**config.mk**
```make
export PLATFORM = sky130hd
export DESIGN_NAME = overlay_action_sequencer
export DESIGN_NICKNAME = d
export VERILOG_FILES = /design/src/rtl/overlay_action_sequencer.sv
export SDC_FILE = /design/constraint.sdc
export NUM_CORES = 1
export LEC_CHECK = 0
export ABC_CLOCK_PERIOD_IN_PS = 2100
export BUFFER_PORTS_ARGS = -buffer_cell sky130_fd_sc_hd__buf_2
export CORE_MARGIN = 2
export CORE_UTILIZATION = 45
export DETAILED_ROUTE_END_ITERATION = 7
export PLACE_DENSITY_LB_ADDON = 0.05
export SYNTH_ARGS = -nofsm -noshare
export SYNTH_HDL_FRONTEND = slang
export SYNTH_SLANG_ARGS = --single-unit
```
**constraint.sdc**
```tcl
create_clock -name clk -period 2.1 [get_ports clk]
set_input_delay 0.42 -clock clk [delete_from_list [all_inputs] [get_ports clk]]
set_output_delay 0.42 -clock clk [all_outputs]
set_load 0.005 [all_outputs]
```
**src/rtl/overlay_action_sequencer.sv**
```systemverilog
// Turns the entropy-overlay state into pipeline stall, flush handshake and lock control.
// Outputs are registered from the next state, so they track seq_state one cycle after fsm_state.
module overlay_action_sequencer #(
  parameter int unsigned MIN_STALL     = 4,
  parameter int unsigned STALL_TIMEOUT = 64,
  parameter int unsigned ACK_TIMEOUT   = 32,
  parameter int unsigned DRAIN_CYCLES  = 3,
  parameter int unsigned UNLOCK_QUAL   = 8
) (
  input  logic       clk,
  input  logic       rst,
  input  logic [1:0] fsm_state,
  input  logic       flush_ack,
  input  logic       clr_stats,
  output logic       pipe_stall,
  output logic       flush_req,
  output logic       lock_active,
  output logic       escalate_pulse,
  output logic       flush_fault,
  output logic [2:0] seq_state,
  output logic [7:0] flush_count,
  output logic [7:0] lock_count
);

  localparam int unsigned CNT_W  = 16;
  localparam int unsigned STAT_W = 8;

  localparam logic [CNT_W-1:0]  MIN_LAST   = CNT_W'(MIN_STALL - 1);
  localparam logic [CNT_W-1:0]  STALL_LAST = CNT_W'(STALL_TIMEOUT - 1);
  localparam logic [CNT_W-1:0]  ACK_LAST   = CNT_W'(ACK_TIMEOUT - 1);
  localparam logic [CNT_W-1:0]  DRAIN_LAST = CNT_W'(DRAIN_CYCLES - 1);
  localparam logic [CNT_W-1:0]  QUAL_LAST  = CNT_W'(UNLOCK_QUAL - 1);
  localparam logic [STAT_W-1:0] STAT_MAX   = '1;

  localparam logic [1:0] IN_OK    = 2'b00;
  localparam logic [1:0] IN_STALL = 2'b01;
  localparam logic [1:0] IN_FLUSH = 2'b10;
  localparam logic [1:0] IN_LOCK  = 2'b11;

  typedef enum logic [2:0] {
    S_IDLE        = 3'b000,
    S_STALL_HOLD  = 3'b001,
    S_FLUSH_REQ   = 3'b010,
    S_FLUSH_DRAIN = 3'b011,
    S_FLUSH_HOLD  = 3'b100,
    S_LOCKED      = 3'b101
  } seq_t;

  seq_t              state_q, state_d;
  logic [CNT_W-1:0]  cnt_q, cnt_d;
  logic [CNT_W-1:0]  qual_q, qual_d;
  logic              esc_c, timeout_c;

  logic              pipe_stall_d, flush_req_d, lock_active_d, escalate_d, flush_fault_d;
  logic [STAT_W-1:0] flush_count_d, lock_count_d;

  // Priority LOCK > FLUSH > STALL > OK
  function automatic seq_t dispatch(input logic [1:0] f);
    case (f)
      IN_LOCK:  dispatch = S_LOCKED;
      IN_FLUSH: dispatch = S_FLUSH_REQ;
      IN_STALL: dispatch = S_STALL_HOLD;
      default:  dispatch = S_IDLE;
    endcase
  endfunction

  // State, counter and output registers
  always_ff @(posedge clk) begin
    if (rst) begin
      state_q        <= S_IDLE;
      cnt_q          <= '0;
      qual_q         <= '0;
      pipe_stall     <= 1'b0;
      flush_req      <= 1'b0;
      lock_active    <= 1'b0;
      escalate_pulse <= 1'b0;
      flush_fault    <= 1'b0;
      seq_state      <= 3'b000;
      flush_count    <= '0;
      lock_count     <= '0;
    end else begin
      state_q        <= state_d;
      cnt_q          <= cnt_d;
      qual_q         <= qual_d;
      pipe_stall     <= pipe_stall_d;
      flush_req      <= flush_req_d;
      lock_active    <= lock_active_d;
      escalate_pulse <= escalate_d;
      flush_fault    <= flush_fault_d;
      seq_state      <= 3'(state_d);
      flush_count    <= flush_count_d;
      lock_count     <= lock_count_d;
    end
  end

  // Next state plus dwell/qualification counters
  always_comb begin
    state_d   = state_q;
    esc_c     = 1'b0;
    timeout_c = 1'b0;
    case (state_q)
      S_IDLE: state_d = dispatch(fsm_state);
      S_STALL_HOLD: begin
        if (fsm_state == IN_LOCK)                          state_d = S_LOCKED;
        else if (fsm_state == IN_FLUSH)                    state_d = S_FLUSH_REQ;
        else if (fsm_state == IN_OK && cnt_q >= MIN_LAST)  state_d = S_IDLE;
        else if (fsm_state == IN_STALL && cnt_q == STALL_LAST) begin
          state_d = S_FLUSH_REQ;
          esc_c   = 1'b1;
        end
      end
      S_FLUSH_REQ: begin
        if (flush_ack) state_d = S_FLUSH_DRAIN;
        else if (cnt_q == ACK_LAST) begin
          state_d   = S_LOCKED;
          timeout_c = 1'b1;
        end
      end
      S_FLUSH_DRAIN: begin
        // A still-asserted FLUSH parks in FLUSH_HOLD rather than flushing again
        if (cnt_q == DRAIN_LAST)
          state_d = (fsm_state == IN_FLUSH) ? S_FLUSH_HOLD : dispatch(fsm_state);
      end
      S_FLUSH_HOLD: if (fsm_state != IN_FLUSH) state_d = dispatch(fsm_state);
      S_LOCKED:     if (fsm_state != IN_LOCK && qual_q == QUAL_LAST) state_d = S_FLUSH_REQ;
      default:      state_d = S_IDLE;
    endcase

    cnt_d = '0;
    if (state_d == state_q &&
        (state_q == S_STALL_HOLD || state_q == S_FLUSH_REQ || state_q == S_FLUSH_DRAIN))
      cnt_d = cnt_q + CNT_W'(1);

    qual_d = '0;
    if (state_q == S_LOCKED && state_d == S_LOCKED && fsm_state != IN_LOCK)
      qual_d = qual_q + CNT_W'(1);
  end

  // Output decode of the next state; clr_stats beats a same-cycle increment
  always_comb begin
    pipe_stall_d  = (state_d != S_IDLE);
    flush_req_d   = (state_d == S_FLUSH_REQ);
    lock_active_d = (state_d == S_LOCKED);
    escalate_d    = esc_c;
    flush_fault_d = flush_fault | timeout_c;
    flush_count_d = flush_count;
    lock_count_d  = lock_count;
    if (clr_stats) begin
      flush_count_d = '0;
      lock_count_d  = '0;
    end else begin
      if (state_d == S_FLUSH_DRAIN && state_q != S_FLUSH_DRAIN && flush_count != STAT_MAX)
        flush_count_d = flush_count + STAT_W'(1);
      if (state_d == S_LOCKED && state_q != S_LOCKED && lock_count != STAT_MAX)
        lock_count_d = lock_count + STAT_W'(1);
    end
  end

endmodule

```
Word-level counts from Yosys, hierarchy flattened

Cells that the tools add are included.

Bits in registers: 56
Output and inout port bits: 24

Order comparisons: 1
Muxes and demuxes: 17
Reductions and logical operators: 19
Add/subtract/negate cells: 4
Bitwise logic cells: 4
Equal/unequal tests: 22

Operators with widths:

| kind                    | count |
|---|---|
| $add A16 B1 Y16 const B | 2 |
| $mux W3                 | 10 |
| $pmux W3 S6             | 1 |
| $add A8 B1 Y8 const B   | 2 |
| $eq A16 B2 Y1 const B   | 1 |
| $eq A16 B3 Y1 const B   | 1 |
| $eq A16 B5 Y1 const B   | 1 |
| $eq A16 B6 Y1 const B   | 1 |
| $ge A16 B2 Y1 const B   | 1 |
| $ne A8 B8 Y1 const B    | 2 |
| $eq A3 B2 Y1 const B    | 4 |
| $logic_and A1 B1 Y1     | 10 |
| $eq A3 B3 Y1 const B    | 3 |
| $pmux W3 S3             | 1 |
| $pmux W3 S2             | 1 |
| $reduce_or A2 Y1        | 3 |
| $reduce_or A5 Y1        | 1 |
| $eq A2 B2 Y1 const B    | 2 |
| $mux W1                 | 4 |
| $ne A2 B2 Y1 const B    | 2 |
| $eq A3 B1 Y1 const B    | 1 |
| $eq A3 B3 Y1            | 1 |
| $logic_not A3 Y1        | 1 |
| $ne A3 B2 Y1 const B    | 1 |
| 7 further kinds         | 10 |

Logic depth before layout (Yosys ltp)

Word-level depth: 12
Gate-level depth with buffers: 9
Mapped depth without buffers: 8

Worst setup path before layout

No wires, ideal clock.

Kind: reg-to-reg
Start: register cnt_q[0]
End: register lock_count[2]
Clock period less this slack: 2.190 ns
Arrival: 2.130 ns
Path buffers: 0
Stages on the path, launching flop included: 8
Slack: -0.090 ns
Required time: 2.041 ns
Cells stage by stage: dfxtp_1 ha_1 and4_1 and4_1 or3_1 and4_4 or4_1 nand2_1

Cells in the longest elaborated chain, start to end: 10

Ends and longest elaborated chain:

| what                                                  | RTL line | source |
|---|---|---|
| start, declared                                       | 50       | `logic [CNT_W-1:0] cnt_q, cnt_d;` |
| start signal, assigned                                | 83       | `cnt_q <= cnt_d;` |
| branches (longest 6 deep; another with $ge A16 B2 Y1) | --       |  |
| $pmux W3 S6 (*)                                       | 101      | `case (state_q)` |
| $eq A3 B3 Y1 (*)                                      | 154      | `if (state_d == S_LOCKED && state_q != S_LOCKED && lock_count != STAT_MAX)` |
| $logic_and A1 B1 Y1 (*) (2 in a row)                  | 154      |  |
| end signal, assigned                                  | 92       | `lock_count <= lock_count_d;` |
| end, declared                                         | 22       | `output logic [7:0] lock_count` |

Mark *: on every way between the ends.
A chain may end at the register's enable or synchronous reset.

Final worst setup path

Start: register cnt_q[7]
End: register cnt_q[0]

Cells in the longest elaborated chain, start to end: 11

Ends and longest elaborated chain:

| what                                                  | RTL line | source |
|---|---|---|
| branches (longest 6 deep; another with $ge A16 B2 Y1) | --       |  |
| $pmux W3 S6 (*)                                       | 101      |  |
| $eq A3 B3 Y1 (*)                                      | 130      | `if (state_d == state_q &&` |
| $logic_and A1 B1 Y1 (*)                               | 130      |  |
| $not A1 Y1 (no line) (*)                              | --       |  |
| $reduce_or A2 Y1 (no line) (*)                        | --       |  |

Marked as above.

==> flow_summary.json <==
{
  "placementRows": 29,
  "hold_viol": 0,
  "globalplace.congestion": 0.843,
  "groute.layer.met1.usage_pct": 25.9,
  "outcome": "complete, but fails checks",
  "endpoint_of_the_most_critical_register_to_register_path": "cnt_q[0]$_SDFF_PP0_",
  "critPathLaunch": "cnt_q[7]$_SDFF_PP0_",
  "synth.yosys.seq_area_share_pct": 39.0,
  "first_iteration_detailed_routing_drc_count": 56,
  "top_library_cells_by_usage_in_the_layout_fill_and_taps_aside": "49 x buf_4, 48 x dfxtp_1, 37 x nor2_1, 37 x nand2_1, 29 x buf_2",
  "die-area_mm2": 0.00705,
  "portBuffers": 29,
  "synth_flop_cell": "dfxtp_1",
  "failed_checks": "negative setup slack",
  "ctsHtreeMaxLevel": 2,
  "grt_start_max_net_pins": 17,
  "clk_pin_slew_worst_paths_ns": 0.10,
  "worst_reg_to_reg_setup_slack_ns": -0.03,
  "synth_area_per_cell_um2": 8.41,
  "power_leakage_nw": 1.55,
  "area_growth_pct": 32.4,
  "critical_path_arrival_ns": 2.35,
  "synth.lib_cells_used.distinct": 48,
  "drive_above_1_share_pct": 31.1,
  "netlist_area_mm2": 0.00288,
  "hpwl_um": 4710,
  "n_fill_cell": 552,
  "nNetsFinal": 436,
  "timing.critical_path.slowest_stage_cell": "nor4_4",
  "drtAntennaViolNets": 0,
  "critical-path-max-stage-delay_ns": 0.40,
  "finalSetupTns_ns": -0.0398,
  "yosys_warnings": 0,
  "ff_latch_area_mm2": 0.00113,
  "mostFrequentLayoutCell": "buf_4",
  "global_route.overflow_total": 0,
  "gr-max-usage-layer": "met2",
  "worst_setup_path_endpoint": "cnt_q[0]$_SDFF_PP0_",
  "globalRouteTotalUtil_pct": 18.7,
  "grt_pass1_wl_um": 10900,
  "crit_chain": "nor4_4, a41oi_2, or3_4, nand4_1, nand3_2, a2111oi_4",
  "tritoncts_clock_tree": "done",
  "fmax_mhz": 470,
  "num_vias": 2666,
  "cell_pwr_density_mw_per_mm2": 532,
  "timing.final.setup_violations": 2,
  "cap_violations": 0,
  "grt_setup_unrepaired": "true",
  "timing.slew.headroom_pct": 63.5,
  "initial_antenna_violation_count": 0,
  "final.setup.worst_slack_ns": -0.0283,
  "worstSkewPairLatency_ns": 0.31,
  "root_buffer": "clkbuf_8",
  "core_outline_area_mm2": 0.00628,
  "finClkSkew_ns": 0.00748,
  "route.detailed.vias_per_inst": 5.31,
  "ioPinCount": 30,
  "asyncSetResetFlopFracSynth_pct": 0,
  "rr_worst_depth": 6,
  "placed_cells": 485,
  "timing_worst_setup_path_type": "reg2reg",
  "die_w_um": 84.0,
  "timing.critical_path.to_type": "register",
  "critPathRequiredTime_ns": 2.32,
  "sort_of_element_at_the_start_of_the_critical_path": "register",
  "cts_max_path_buffers": 2,
  "die-height_um": 84.0,
  "holdCritPathClass": "in2reg",
  "finish.cell_count_without_fillers": 502,
  "clock_sink_count": 56,
  "max-vdd-ir-drop_mv": 0.313,
  "minimum_clock_period_ns": 2.13,
  "path_max_fanout": 5,
  "synth-edff-count": 0,
  "globalRouteMet2Util_pct": 29.5,
  "final_util_pct": 60.7,
  "final-max-slew-violation-count": 0,
  "antennaDiodeCount": 0,
  "via_count_of_the_first_global_routing_pass": 2415,
  "start_util_pct": 45.8,
  "synth_fp_nets": 353,
  "period_share_pct": 101,
  "dr.pass1.iters": 4,
  "routed_wire_length_per_instance_um": 13.2,
  "cts_hold_repair.buffers": 0,
  "cts_inserted_buffers": 5,
  "synth_cells": 342,
  "global_route.usage.met3_pct": 3.46,
  "multi_input_gate_area_in_the_final_layout_mm2": 0.00181,
  "post-route-drc-count": 0,
  "totalWireLength_um": 6620,
  "tightestPinTransition_ns": 0.545,
  "r2r_start": "cnt_q[7]$_SDFF_PP0_",
  "place_worst_setup_slack_ns": -0.0743,
  "synth_seq_cells": 56
}
## final cells by class
type | instances | area share, %
sequential | 56 | 29.8
tap | 77 | 2.53
multi-input combinational | 266 | 47.5
inverter | 8 | 0.788
clock inverter | 1 | 0.230
timing repair buffer | 88 | 17.0
clock buffer | 6 | 2.17
## logic make-up after synthesis
group                    after synthesis  share of synthesized area (%)
AO/OA/AOI/OAI                         51                           11.7
XOR/XNOR                              33                           10.0
adder cells (fa/ha/maj)                5                           2.17
buffers and inverters                 20                           2.87
flip-flops                            56                           39.0
multiplexers                           4                           1.39
AND/OR/NAND/NOR                      173                           32.9
## state kept, by name (all words and copies together), names as in the netlist
name / cells
cnt_q: 16
qual_q: 16
flush_count: 8
lock_count: 8
state_q: 3
escalate_pulse: 1
flush_fault: 1
flush_req: 1
lock_active: 1
pipe_stall: 1
## how the worst min path moves through the flow
stage                            endpoint  cells after the start            startpoint
6_report       lock_count[7]$_SDFFE_PP0P_                      3             clr_stats
5_1_grt        lock_count[7]$_SDFFE_PP0P_                      3             clr_stats
4_1_cts        lock_count[7]$_SDFFE_PP0P_                      3             clr_stats
3_5_place_dp         qual_q[0]$_SDFF_PP0_                      1  qual_q[0]$_SDFF_PP0_
3_3_place_gp         qual_q[0]$_SDFF_PP0_                      1  qual_q[0]$_SDFF_PP0_
2_1_floorplan        qual_q[0]$_SDFF_PP0_                      1  qual_q[0]$_SDFF_PP0_
## cells in the mapped netlist (all sizes together), types with 2 or more instances
master   instances  area [um2]
nor3b            3        22.5
ha               5        62.6
inv              8        30.0
nand3           19         100
nor2            37         139
buf              6        30.0
a2111oi          2        30.0
nor2b            6        37.5
nor3             7        35.0
nor4             6        73.8
a31oi            2        12.5
nand4           19         119
xor2            16         140
a211oi           2        15.0
o21bai           2        15.0
xnor2           17         149
a41o             2        20.0
a21oi           22         110
dfxtp           56        1120
mux2i            4        40.0
nor4b            2        17.5
and4             9        81.3
clkbuf           6        22.5
nand2           38         143
and2             2        12.5
or3              8        50.1
o21ai           10        50.1
or2              4        25.0
and3             8        50.1
o211ai           3        27.5
## timing repair
item,CTS,global route
setup buffers,4,4
resized for setup,9,38
pin swaps,9,17
cloned,0,2
setup endpoints to repair,19,43
## power by group
part	switching [W]	leakage [nW]	internal, W
logic	0.000172	1.04	0.000153
registers	0.0000122	0.457	0.00108
clock network	0.000347	0.0473	0.000264
total	0.000531	1.55	0.00149
## through the flow
step	power (W)	hold WS, ns	instance area [um2]
2_1_floorplan	0.00126	0.438	2880
3_3_place_gp	0.00138	0.463	3460
3_5_place_dp	0.00138	0.464	3460
4_1_cts	0.00201	0.377	3630
5_1_grt	0.00212	0.404	3810
6_report	0.00203	0.387	3810
## worst max-delay path, delay by kind of cell, from the launching register on
kind | cells | cell delay, ns
flip-flops | 1 | 0.34
AND/OR/NAND/NOR | 4 | 1.16
AO/OA/AOI/OAI | 2 | 0.53
## per-layer routing
metal | up-vias | wire, um
li1 | 1389 | -
met1 | 1233 | 3240
met2 | 38 | 3120
met3 | 6 | 195
met4 | 0 | 68
met5 | - | 0
No activity file was read; power rests on OpenSTA's default activity.
